==> config.mk <==
export PLATFORM = sky130hd
export DESIGN_NAME = simple_dp_ram_flat
export DESIGN_NICKNAME = d
export VERILOG_FILES = /design/src/rtl/simple_dp_ram_if.sv /design/src/rtl/simple_dp_ram.sv /design/src/flat_wrapper.sv
export SDC_FILE = /design/constraint.sdc
export NUM_CORES = 1
export LEC_CHECK = 0
export ABC_AREA = 0
export CAP_MARGIN = 20
export CORE_MARGIN = 10
export CORE_UTILIZATION = 40
export CTS_CLUSTER_DIAMETER = 100
export CTS_CLUSTER_SIZE = 8
export DETAILED_ROUTE_END_ITERATION = 8
export GPL_ROUTABILITY_DRIVEN = 0
export PLACE_DENSITY = 0.58
export SETUP_SLACK_MARGIN = 0.02
export SLEW_MARGIN = 20
export SYNTH_ARGS = -nofsm -noshare
export SYNTH_HDL_FRONTEND = slang
export SYNTH_SLANG_ARGS = --single-unit
==> constraint.sdc <==
create_clock -name clk_i -period 4.5 [get_ports clk_i]
set_input_delay 0.9 -clock clk_i [delete_from_list [all_inputs] [get_ports clk_i]]
set_output_delay 0.9 -clock clk_i [all_outputs]
set_load 0.01 [all_outputs]
==> src/rtl/simple_dp_ram_if.sv <==
// -----------------------------------------------------------------------------
// simple_dp_ram_if
// Purpose : bundles the write port, read port and status of simple_dp_ram so
//           the RAM and its user share one typed connection.
// Signals : wr_i / wr_addr_i / wr_data_i / wr_be_i   write request, byte lanes
//           rd_i / rd_addr_i                          read request
//           rd_data_o / rd_valid_o                    pipelined read return
//           busy_o                                    post-reset clear running
// Modports: master - the RAM user (drives requests, receives data)
//           slave  - the RAM itself
// -----------------------------------------------------------------------------
interface simple_dp_ram_if #(
    parameter int LOG2_SIZE  = 5,
    parameter int DATA_WIDTH = 16,
    parameter int BYTE_WIDTH = 8
);
    localparam int NBYTES = DATA_WIDTH / BYTE_WIDTH;

    logic                  wr_i;
    logic [LOG2_SIZE-1:0]  wr_addr_i;
    logic [DATA_WIDTH-1:0] wr_data_i;
    logic [NBYTES-1:0]     wr_be_i;
    logic                  rd_i;
    logic [LOG2_SIZE-1:0]  rd_addr_i;
    logic [DATA_WIDTH-1:0] rd_data_o;
    logic                  rd_valid_o;
    logic                  busy_o;

    modport master (
        output wr_i, wr_addr_i, wr_data_i, wr_be_i, rd_i, rd_addr_i,
        input  rd_data_o, rd_valid_o, busy_o
    );

    modport slave (
        input  wr_i, wr_addr_i, wr_data_i, wr_be_i, rd_i, rd_addr_i,
        output rd_data_o, rd_valid_o, busy_o
    );
endinterface

==> src/rtl/simple_dp_ram.sv <==
// -----------------------------------------------------------------------------
// simple_dp_ram
// Purpose : single-clock RAM with one byte-enabled write port and one
//           pipelined read port (latency 1 or 2) with a valid flag. After
//           reset it sweeps CLEAR_VALUE into every word, reporting busy_o and
//           ignoring requests until the sweep is done.
// Ports   : clk_i      rising-edge clock
//           reset_n_i  asynchronous active-low reset
//           bus        simple_dp_ram_if.slave (requests, read return, busy_o)
// Config  : SIMPLE_DP_RAM_BYPASS_EN
//             defined   - a read colliding with a same-edge write returns the
//                         merged (written) data, write-through
//             undefined - a colliding read returns the old contents
// Notes   : READ_LATENCY other than 2 builds the latency-1 pipeline.
// -----------------------------------------------------------------------------
module simple_dp_ram #(
    parameter int                    LOG2_SIZE    = 5,
    parameter int                    DATA_WIDTH   = 16,
    parameter int                    BYTE_WIDTH   = 8,
    parameter int                    READ_LATENCY = 1,
    parameter logic [DATA_WIDTH-1:0] CLEAR_VALUE  = {DATA_WIDTH{1'b0}}
) (
    input  logic            clk_i,
    input  logic            reset_n_i,
    simple_dp_ram_if.slave  bus
);
    localparam int SIZE   = 2 ** LOG2_SIZE;
    localparam int NBYTES = DATA_WIDTH / BYTE_WIDTH;

    typedef enum logic [0:0] {
        ST_CLEAR = 1'b0,
        ST_RUN   = 1'b1
    } state_e;

    state_e                state_q, state_d;
    logic [LOG2_SIZE-1:0]  ptr_q, ptr_d;
    logic                  busy_q, busy_d;
    logic [DATA_WIDTH-1:0] storage_q [SIZE];
    logic                  wr_en_s;
    logic                  rd_en_s;
    logic [DATA_WIDTH-1:0] rd_raw_s;
    logic [DATA_WIDTH-1:0] rd_word_s;
    logic [DATA_WIDTH-1:0] rd_data_q;
    logic                  rd_valid_q;

    // FSM next state: sweep the clear pointer, then stay in RUN until reset
    always_comb begin
        state_d = state_q;
        ptr_d   = ptr_q;
        busy_d  = busy_q;
        case (state_q)
            ST_CLEAR: begin
                ptr_d = ptr_q + LOG2_SIZE'(1);
                if (ptr_q == {LOG2_SIZE{1'b1}}) begin
                    state_d = ST_RUN;
                    busy_d  = 1'b0;
                end else begin
                    state_d = ST_CLEAR;
                    busy_d  = 1'b1;
                end
            end
            ST_RUN: begin
                state_d = ST_RUN;
                busy_d  = 1'b0;
            end
            default: begin
                state_d = ST_CLEAR;
                ptr_d   = {LOG2_SIZE{1'b0}};
                busy_d  = 1'b1;
            end
        endcase
    end

    // FSM state, clear pointer and busy flag registers
    always_ff @(posedge clk_i or negedge reset_n_i) begin
        if (!reset_n_i) begin
            state_q <= ST_CLEAR;
            ptr_q   <= {LOG2_SIZE{1'b0}};
            busy_q  <= 1'b1;
        end else begin
            state_q <= state_d;
            ptr_q   <= ptr_d;
            busy_q  <= busy_d;
        end
    end

    // Requests only count once the clear sweep has finished
    always_comb begin
        wr_en_s = (state_q == ST_RUN) && bus.wr_i;
        rd_en_s = (state_q == ST_RUN) && bus.rd_i;
    end

    // Storage: clear sweep, then per-lane writes. No reset here on purpose:
    // the sweep itself initialises every word after each reset.
    always_ff @(posedge clk_i) begin
        if (state_q == ST_CLEAR) begin
            storage_q[ptr_q] <= CLEAR_VALUE;
        end else if (wr_en_s) begin
            for (int n = 0; n < NBYTES; n++) begin
                if (bus.wr_be_i[n]) begin
                    storage_q[bus.wr_addr_i][n*BYTE_WIDTH +: BYTE_WIDTH] <=
                        bus.wr_data_i[n*BYTE_WIDTH +: BYTE_WIDTH];
                end
            end
        end
    end

`ifdef SIMPLE_DP_RAM_BYPASS_EN
    logic [DATA_WIDTH-1:0] rd_merged_s;
    logic                  rd_hit_s;

    // Write-through: colliding read sees enabled lanes from the write data
    always_comb begin
        rd_raw_s    = storage_q[bus.rd_addr_i];
        rd_hit_s    = wr_en_s && (bus.wr_addr_i == bus.rd_addr_i);
        rd_merged_s = rd_raw_s;
        for (int n = 0; n < NBYTES; n++) begin
            rd_merged_s[n*BYTE_WIDTH +: BYTE_WIDTH] = bus.wr_be_i[n] ?
                bus.wr_data_i[n*BYTE_WIDTH +: BYTE_WIDTH] :
                rd_raw_s[n*BYTE_WIDTH +: BYTE_WIDTH];
        end
        rd_word_s = rd_hit_s ? rd_merged_s : rd_raw_s;
    end
`else
    // Read-first: a colliding read sees the contents before the write
    always_comb begin
        rd_raw_s  = storage_q[bus.rd_addr_i];
        rd_word_s = rd_raw_s;
    end
`endif

    generate
        if (READ_LATENCY == 2) begin : g_lat2
            logic                  pipe_valid_q;
            logic [DATA_WIDTH-1:0] pipe_data_q;

            // Two-stage read return; data and valid travel together
            always_ff @(posedge clk_i or negedge reset_n_i) begin
                if (!reset_n_i) begin
                    pipe_valid_q <= 1'b0;
                    pipe_data_q  <= {DATA_WIDTH{1'b0}};
                    rd_valid_q   <= 1'b0;
                    rd_data_q    <= {DATA_WIDTH{1'b0}};
                end else begin
                    pipe_valid_q <= rd_en_s;
                    pipe_data_q  <= rd_en_s ? rd_word_s : pipe_data_q;
                    rd_valid_q   <= pipe_valid_q;
                    rd_data_q    <= pipe_valid_q ? pipe_data_q : rd_data_q;
                end
            end
        end else begin : g_lat1
            // Single-stage read return; data holds between reads
            always_ff @(posedge clk_i or negedge reset_n_i) begin
                if (!reset_n_i) begin
                    rd_valid_q <= 1'b0;
                    rd_data_q  <= {DATA_WIDTH{1'b0}};
                end else begin
                    rd_valid_q <= rd_en_s;
                    rd_data_q  <= rd_en_s ? rd_word_s : rd_data_q;
                end
            end
        end
    endgenerate

    assign bus.rd_data_o  = rd_data_q;
    assign bus.rd_valid_o = rd_valid_q;
    assign bus.busy_o     = busy_q;

endmodule
==> src/flat_wrapper.sv <==
// flat-port wrapper written by rule: the top's interface ports become plain ports
module simple_dp_ram_flat 
#(
    parameter int                    LOG2_SIZE    = 5,
    parameter int                    DATA_WIDTH   = 16,
    parameter int                    BYTE_WIDTH   = 8,
    parameter int                    READ_LATENCY = 1,
    parameter logic [DATA_WIDTH-1:0] CLEAR_VALUE  = {DATA_WIDTH{1'b0}}
)
  (clk_i, reset_n_i, bus_wr_i, bus_wr_addr_i, bus_wr_data_i, bus_wr_be_i, bus_rd_i, bus_rd_addr_i, bus_rd_data_o, bus_rd_valid_o, bus_busy_o);
  simple_dp_ram_if #(.LOG2_SIZE(LOG2_SIZE), .DATA_WIDTH(DATA_WIDTH), .BYTE_WIDTH(BYTE_WIDTH)) bus_i ();
  input  logic clk_i;
  input  logic reset_n_i;
  input wire logic [$bits(bus_i.wr_i)-1:0] bus_wr_i;
  input wire logic [$bits(bus_i.wr_addr_i)-1:0] bus_wr_addr_i;
  input wire logic [$bits(bus_i.wr_data_i)-1:0] bus_wr_data_i;
  input wire logic [$bits(bus_i.wr_be_i)-1:0] bus_wr_be_i;
  input wire logic [$bits(bus_i.rd_i)-1:0] bus_rd_i;
  input wire logic [$bits(bus_i.rd_addr_i)-1:0] bus_rd_addr_i;
  output wire logic [$bits(bus_i.rd_data_o)-1:0] bus_rd_data_o;
  output wire logic [$bits(bus_i.rd_valid_o)-1:0] bus_rd_valid_o;
  output wire logic [$bits(bus_i.busy_o)-1:0] bus_busy_o;
  assign bus_i.wr_i = bus_wr_i;
  assign bus_i.wr_addr_i = bus_wr_addr_i;
  assign bus_i.wr_data_i = bus_wr_data_i;
  assign bus_i.wr_be_i = bus_wr_be_i;
  assign bus_i.rd_i = bus_rd_i;
  assign bus_i.rd_addr_i = bus_rd_addr_i;
  assign bus_rd_data_o = bus_i.rd_data_o;
  assign bus_rd_valid_o = bus_i.rd_valid_o;
  assign bus_busy_o = bus_i.busy_o;
  simple_dp_ram #(.LOG2_SIZE(LOG2_SIZE), .DATA_WIDTH(DATA_WIDTH), .BYTE_WIDTH(BYTE_WIDTH), .READ_LATENCY(READ_LATENCY), .CLEAR_VALUE(CLEAR_VALUE)) u_core (.clk_i(clk_i), .reset_n_i(reset_n_i), .bus(bus_i));
endmodule
==> impl_metrics.tcl, run 1 <==
set metrics [dict create \
    io_pins 50 \
    synth-edff-count 512 \
    synth_most_common_cell "edfxtp_1" \
    rr_worst_depth 4 \
    ys_top_cells_by_count "edfxtp_1, mux2i_1, nor2_1, a22oi_1, nand2_1" \
    grt_remaining_overflow 0 \
    cts_root_buf "clkbuf_16" \
    cts_resized 0 \
    hold_buffers 0 \
    ys_ff_latch 536 \
    synth_top_cell_area_share 0.719 \
    htree_levels 3 \
    io_buffers 49 \
    relSlewSlack 0.272 \
    finalCritPeriodShare 0.696 \
    syn_to_final_growth_pct 17.4 \
    worst_pin_slew_ns 1.09 \
    via_count 11382 \
    dr.pass1.iters 5 \
    p_leak_nw 9.57 \
    dp_hpwl_mm 31.5 \
    fin_worst_skew_ns 0.0122 \
    async_reset_ff_frac 0.0448 \
    final_util 0.476 \
    netlist_instances 1213 \
    drtAntennaViolNets 0 \
    worstPathArrival_ns 3.34 \
    ys_warn_count 0 \
    syn-num-nets 1247 \
    fin_tns_setup_ns 0 \
    min_path_type "reg2reg" \
    setup_viol 0 \
    cts_sinks 536 \
    antenna_found_initial 0 \
    cts_tree "done" \
    syn-mean-instance-area_um2 17.6 \
    cts_setup_buffers 0 \
    fillers 4473 \
    gr-usage-all-layers 0.161 \
    yosys.area.top_type "edfxtp_1" \
    cts_buffers 76 \
    ys.flop_type "edfxtp_1" \
    core_area_mm2 0.0528 \
    worstSetupPathType "in2reg" \
    maxCapViolations 0 \
    drive_above_1_share 0.132 \
    ir_drop_mv 0.353 \
    cp-end-kind "flip-flop" \
    die_y_um 251 \
    nNetsFinal 1370 \
    synthDistinctLibCells 36 \
    fmax_ghz 0.319 \
    required_ns 4.71 \
    seq_area_frac_synth 0.747 \
    grt_pass1_wl_mm 76.7 \
    synthesis.area_mm2 0.0214 \
    hold_viol 0 \
    wl_per_cell_um 24.7 \
    routed_wl_mm 51.2 \
    slew_viol_final 0 \
    start_kind "input port" \
    grt_max_degree 61 \
    clock_path_buffers 3 \
    die-area_mm2 0.0631 \
    worstSkewPairLatency_ns 0.58 \
    hold_depth 2 \
    antenna_cells 0 \
    synth.area.top_cells "edfxtp_1, mux2i_1, dfrtp_1" \
    start_util 0.405 \
    power.density_mw_per_mm2 455 \
    crit_fanout 16 \
    die_w_um 251 \
    viasPerCell 5.48 \
    grt_setup_unrepaired "no" \
    clk_pin_slew_ns 0.05 \
    first_iter_violations 1083 \
    drc 0 \
    grt_pass1_vias 11830 \
    outcome "finished clean" \
    rows 84 \
    fin_crit_ns 3.13 \
]
-- layer usage --
layer / vias to the layer above / GRT usage / share of wire
met5: - / 0 / 0
met4: 0 / 0.0516 / 0.016
met3: 56 / 0.0266 / 0.058
met2: 382 / 0.251 / 0.47
met1: 5834 / 0.228 / 0.46
li1: 5110 / - / -
-- where the power goes --
part,leakage (nW),internal (W),switching [W]
combinational,2.77,0.000239,0.000392
clock,1.06,0.00329,0.00197
sequential,5.74,0.00550,0.0000214
-- flip-flops by register name, indices dropped and copies added (netlist names) --
signal / count
u_core.storage_q: 512
u_core.ptr_q: 5
u_core.state_q: 1
u_core.bus.busy_o: 1
u_core.bus.rd_valid_o: 1
u_core.bus.rd_data_o: 16
-- kinds of logic after synthesis --
family,count (synthesis),synth area share
flip-flops,536,0.747
multiplexers,262,0.123
AND/OR/NAND/NOR,136,0.0279
XOR/XNOR,3,0.00123
adder cells (fa/ha/maj),2,0.00117
buffers and inverters,73,0.0220
AO/OA/AOI/OAI,201,0.0778
-- critical path: stages --
cell	delay (ns)
clkdlybuf4s50_1	0.49
o211a_1	0.52
mux2i_1	0.39
nand2_1	0.36
nor2_1	0.66
-- layout by cell type, fill, tap and decap left out, types with 2 or more instances in the layout --
cell / n
clkdlybuf4s50_1: 48
buf_12: 8
a22oi_1: 64
o41ai_1: 3
o22ai_1: 18
inv_1: 3
nor2b_4: 2
nand3_1: 3
buf_4: 58
a221oi_2: 11
edfxtp_1: 512
a221oi_1: 21
a22o_1: 32
and2_1: 16
o21ai_0: 5
clkbuf_16: 81
dfrtp_1: 23
nand2_1: 35
nand3b_1: 2
mux2i_1: 258
mux2_2: 4
nand2b_1: 6
a21oi_1: 32
clkbuf_1: 49
xnor2_1: 3
o41ai_2: 13
nor2_1: 65
ha_1: 2
-- through the flow --
step / instance area (um2) / total power (W) / hold WS [ns] / worst slack [ns] / instances
after floorplan: 21400 / 0.00598 / 0.494 / 1.79 / 1213
after global placement: 22900 / 0.00624 / 0.483 / 0.879 / 1946
after detailed placement: 22900 / 0.00625 / 0.494 / 0.801 / 1946
after CTS: 25100 / 0.0115 / 0.505 / 1.41 / 2076
after global routing: 25100 / 0.0118 / 0.525 / 1.26 / 2076
final: 25100 / 0.0114 / 0.497 / 1.37 / 2076
-- final timing paths --
| path | to | slack, ns | from |
|---|---|---|---|
| min in group asynchronous | u_core.bus.rd_data_o[7] | 0.75 | reset_n_i |
| max in group asynchronous | u_core.bus.busy_o | 3.39 | reset_n_i |
| setup reg to reg | u_core.storage_q[29][4] | 1.54 | u_core.state_q |
| setup / recovery | u_core.storage_q[29][4] | 1.37 | bus_wr_i |
| hold / removal | u_core.bus.rd_data_o[0] | 0.50 | u_core.bus.rd_data_o[0] |
| hold reg to reg | u_core.bus.rd_data_o[0] | 0.50 | u_core.bus.rd_data_o[0] |
-- cell type report --
class,count,area (um2),share of cell area
Inverter,3,11.3,0.000448
Clock buffer,130,2210,0.0880
Timing Repair Buffer,115,1090,0.0434
Sequential cell,536,16000,0.636
Multi-Input combinational cell,604,4960,0.198
Tap cell,688,861,0.0343
Power figures use the tool's default switching activity.
==> run 2, diff against run 1 <==
- clock period: 4.5 -> 3 ns (I/O delays scaled with it)
==> run 2 against run 1 <==
  * Non-clock buffer count up 75
  * Sequential share of layout area down 1.4 points
  * Combinational power up 56%
  * Final cell count up 3.5%
  * Routed wire length down 2.9%
  * Critical path type is now reg2reg
  * Critical endpoint is now u_core.storage_q[24][8]
  * Largest power group unchanged
==> impl_metrics.tcl, run 2 (synthesized netlist as in run 1, its figures left out) <==
set metrics [dict create \
    outcome "finished clean" \
    fin_crit_ns 2.65 \
    wl_per_cell_um 23.2 \
    setup_ws_ns 0.353 \
    worstSkewPairLatency_ns 0.60 \
    r2r_end "u_core.storage_q[24][8]" \
    layout.cells.most_common "edfxtp_1" \
    start_kind "flip-flop" \
    fin_tns_setup_ns 0 \
    regArea_mm2 0.0160 \
    required_ns 3.29 \
    rows 84 \
    htree_levels 3 \
    rr_startpoint "u_core.state_q" \
    clk_pin_slew_ns 0.05 \
    antenna_found_initial 0 \
    routed_wl_mm 49.7 \
    r2r_setup_slack_ns 0.35 \
    die-area_mm2 0.0631 \
    drtAntennaViolNets 0 \
    worst_pin_slew_ns 0.899 \
    power.density_mw_per_mm2 662 \
    cts_resized 0 \
    cp-end-kind "flip-flop" \
    rr_worst_depth 5 \
    start_util 0.405 \
    via_count 11394 \
    cts_setup_buffers 0 \
    die_w_um 251 \
    layout_common_cells "edfxtp_1, mux2i_1, buf_4" \
    cts_tree "done" \
    maxCapViolations 0 \
    viasPerCell 5.30 \
    whs_ns 0.417 \
    hold_viol 0 \
    fmax_ghz 0.378 \
    min_path_type "in2async" \
    pwr-share-comb 0.058 \
    first_iter_violations 979 \
    io_pins 50 \
    dpl-instance-area_mm2 0.0235 \
    fillers 4460 \
    relSlewSlack 0.399 \
    switching_share 0.211 \
    crit_fanout 13 \
    io_buffers 49 \
    worstPathArrival_ns 2.93 \
    drive_above_1_share 0.178 \
    cts_buffers 76 \
    dp_slack_ns -0.107 \
    power.switching_w 0.00358 \
    dp_hpwl_mm 31.5 \
    finalCritPeriodShare 0.882 \
    multi_input_area_mm2 0.00496 \
    grt_setup_unrepaired "no" \
    drc 0 \
    fin_worst_skew_ns 0.0182 \
    largest-register "u_core.storage_q" \
    clock_path_buffers 3 \
    syn_to_final_growth_pct 20.1 \
    core_area_mm2 0.0528 \
    p_leak_nw 9.95 \
    grt_remaining_overflow 0 \
    dp_cells 2021 \
    largest_register_ffs 512 \
    gr-usage-all-layers 0.157 \
    hold_buffers 0 \
    grt_pass1_wl_mm 74.7 \
    seq_power_share 0.487 \
    final_area_mm2 0.0257 \
    pwr-share-clk 0.455 \
    cts_sinks 536 \
    slew_viol_final 0 \
    setup_viol 0 \
    grt_max_degree 45 \
    grt_pass1_vias 11759 \
    ir_drop_mv 0.469 \
    die_y_um 251 \
    layout.cells.non_filler 2148 \
    p_int_w 0.0134 \
    dr.pass1.iters 5 \
    cts_root_buf "clkbuf_16" \
    worstSetupPathType "reg2reg" \
    nNetsFinal 1445 \
]
## run 2: final cells by class
type	count	area share
clock inverter	5	0.00200
tap	688	0.0335
multi-input combinational	604	0.193
antenna	1	0.0000974
clock buffer	121	0.0823
sequential	536	0.622
inverter	3	0.000438
timing repair buffer	190	0.0663
## run 2: power groups by stage
| stage | Clock, W | Combinational (W) | Sequential, W |
|---|---|---|---|
| floorplan | 0 | 0.000541 | 0.00842 |
| global placement | 0 | 0.000980 | 0.00842 |
| detailed placement | 0 | 0.000994 | 0.00842 |
| CTS | 0.00789 | 0.000997 | 0.00828 |
| global route | 0.00821 | 0.00105 | 0.00828 |
| finish | 0.00774 | 0.000987 | 0.00828 |
## run 2: worst max-delay path by stage
stage | slack, ns | end | startpoint
finish | 0.35 | u_core.storage_q[24][8] | u_core.state_q
global route | 0.24 | u_core.storage_q[24][10] | u_core.state_q
CTS | 0.35 | u_core.storage_q[24][10] | u_core.state_q
detailed placement | -0.11 | u_core.storage_q[24][13] | bus_wr_i
global placement | -0.07 | u_core.storage_q[24][8] | bus_wr_i
floorplan | 0.59 | u_core.storage_q[0][0] | bus_wr_be_i[0]
## run 2: per-stage QoR
stage           util  power [W]
2_1_floorplan      -    0.00896
4_1_cts        0.487     0.0172
6_report       0.487     0.0170
5_1_grt        0.487     0.0175
3_3_place_gp   0.446    0.00940
3_5_place_dp   0.446    0.00941
## run 2: per-layer routing
metal  part of all wire  vias up  routed length (um)  track usage
met4              0.017        0                 834       0.0525
met3              0.056       48                2770       0.0272
met2               0.47      332               23100        0.245
met5                  0        -                   0            0
met1               0.46     5770               23000        0.218
li1                   -     5244                   -            -
## run 2: worst max-delay path: stages (launching register included)
cell and delay (ns):
dfrtp_1 0.58, o211a_1 0.41, mux2i_1 0.46, nand2_1 0.40, nor2_1 0.27, buf_4 0.22
==> run 3, diff against run 2 <==
- ABC_CLOCK_PERIOD_IN_PS: default -> 2300
- PLACE_DENSITY: 0.58 -> 0.6
- clock period: 3 -> 2.3 ns (I/O delays scaled with it)
==> run 3 against run 2 <==
  * First-iteration DRC count is 11% lower
  * Final cell count is 1.9% higher
  * Combinational power is 45% higher
  * Setup slack worse by 0.26 ns
  * Count of clock-buffer cells in the layout is 5 lower
  * Critical path depth is 2 higher
  * Clock power is 30% higher
  * Sequential power is 30% higher
  * Design area is 3.0% higher
  * Highest routed layer unchanged
  * Routed wire length is 0.55% higher
==> impl_metrics.tcl, run 3 (synthesized netlist as in run 1, its figures left out) <==
set metrics [dict create \
    io_buffers 49 \
    fmax_ghz 0.453 \
    worst_pin_slew_ns 0.475 \
    grt_setup_unrepaired "no" \
    start_kind "input port" \
    worstPathArrival_ns 2.67 \
    cts_setup_buffers 0 \
    dr.pass1.iters 5 \
    dpl-instance-area_mm2 0.0243 \
    fillers 4349 \
    largest-register "u_core.storage_q" \
    viasPerCell 5.34 \
    final_area_mm2 0.0265 \
    setup_viol 0 \
    wl_per_cell_um 22.9 \
    via_count 11673 \
    slew_viol_final 0 \
    crit_fanout 26 \
    cts_root_buf "clkbuf_16" \
    required_ns 2.76 \
    hold_buffers 0 \
    die-area_mm2 0.0631 \
    drtAntennaViolNets 0 \
    ir_drop_mv 0.654 \
    layout.cells.most_common "edfxtp_1" \
    maxCapViolations 0 \
    dp_hpwl_mm 32.0 \
    worstSetupPathType "in2reg" \
    largest_register_ffs 512 \
    grt_remaining_overflow 0 \
    cts_buffers 76 \
    grt_pass1_wl_mm 75.3 \
    start_util 0.405 \
    drc 0 \
    worstSkewPairLatency_ns 0.58 \
    die_y_um 251 \
    min_path_type "in2async" \
    cts_resized 0 \
    syn_to_final_growth_pct 23.7 \
    p_leak_nw 10.3 \
    cts_tree "done" \
    final_util 0.501 \
    gr-usage-all-layers 0.157 \
    grt_pass1_vias 11902 \
    finalCritPeriodShare 0.959 \
    core_area_mm2 0.0528 \
    first_iter_violations 872 \
    startpoint "bus_rd_addr_i[1]" \
    drive_above_1_share 0.206 \
    hold_viol 0 \
    htree_levels 3 \
    antenna_cells 0 \
    outcome "finished clean" \
    cts_sinks 536 \
    power.density_mw_per_mm2 843 \
    die_w_um 251 \
    antenna_found_initial 0 \
    cp-end-kind "flip-flop" \
    nNetsFinal 1496 \
    clock_path_buffers 3 \
    rr_startpoint "u_core.state_q" \
    fin_crit_ns 2.21 \
    rows 84 \
    fin_worst_skew_ns 0.0170 \
    clk_pin_slew_ns 0.05 \
    routed_wl_mm 50.0 \
    whs_ns 0.286 \
    io_pins 50 \
    grt_max_degree 33 \
    layout_common_cells "edfxtp_1, mux2i_1, buf_4" \
    relSlewSlack 0.683 \
]
[run 3: final cells by class]
type | count | area, um2 | share of cell area
timing repair buffer | 241 | 2490 | 0.0940
inverter | 3 | 11.3 | 0.000426
clock buffer | 116 | 2160 | 0.0816
tap | 688 | 861 | 0.0325
multi-input combinational | 604 | 4960 | 0.188
sequential | 536 | 16000 | 0.604
[run 3: worst paths after layout]
| check | cells past startpoint | to | slack (ns) |
|---|---|---|---|
| setup / recovery | 7 | u_core.bus.rd_data_o[3] | 0.09 |
| hold / removal | 2 | u_core.bus.rd_data_o[0] | 0.29 |
| setup reg to reg | 6 | u_core.storage_q[1][10] | 0.21 |
| hold reg to reg | 2 | u_core.bus.rd_data_o[15] | 0.51 |
| max in group asynchronous | 2 | u_core.bus.busy_o | 1.69 |
| min in group clk_i | 2 | u_core.bus.rd_data_o[15] | 0.51 |
[run 3: power by group]
part           total [W]  switching [W]  leakage, nW  internal, W
logic            0.00143       0.000793         3.57     0.000634
clock network     0.0101        0.00374         1.04      0.00634
registers         0.0108      0.0000438         5.74       0.0108
total             0.0223        0.00458         10.3       0.0177
[run 3: layer usage]
layer  up-vias  wire (um)  track usage
met1      5883      23200        0.222
met4         0        931       0.0488
li1       5352          -            -
met2       365      23000        0.244
met5         -          0            0
met3        73       2920       0.0257
[run 3: critical path: stages]
cell and delay [ns]:
clkdlybuf4s50_1 0.49, and2_2 0.31, buf_12 0.20, a22o_1 0.24, a221oi_1 0.34, o22ai_1 0.24
o41ai_2 0.36
[run 3: metrics by stage]
stage	TNS, ns	instances	worst slack (ns)	total power (W)
after global placement	-158.71	2072	-0.413	0.0124
after CTS	0	2188	0.150	0.0225
after detailed placement	-170.10	2072	-0.431	0.0124
after global routing	0	2188	0.0447	0.0230
final	0	2188	0.0934	0.0223
after floorplan	0	1213	0.0341	0.0117
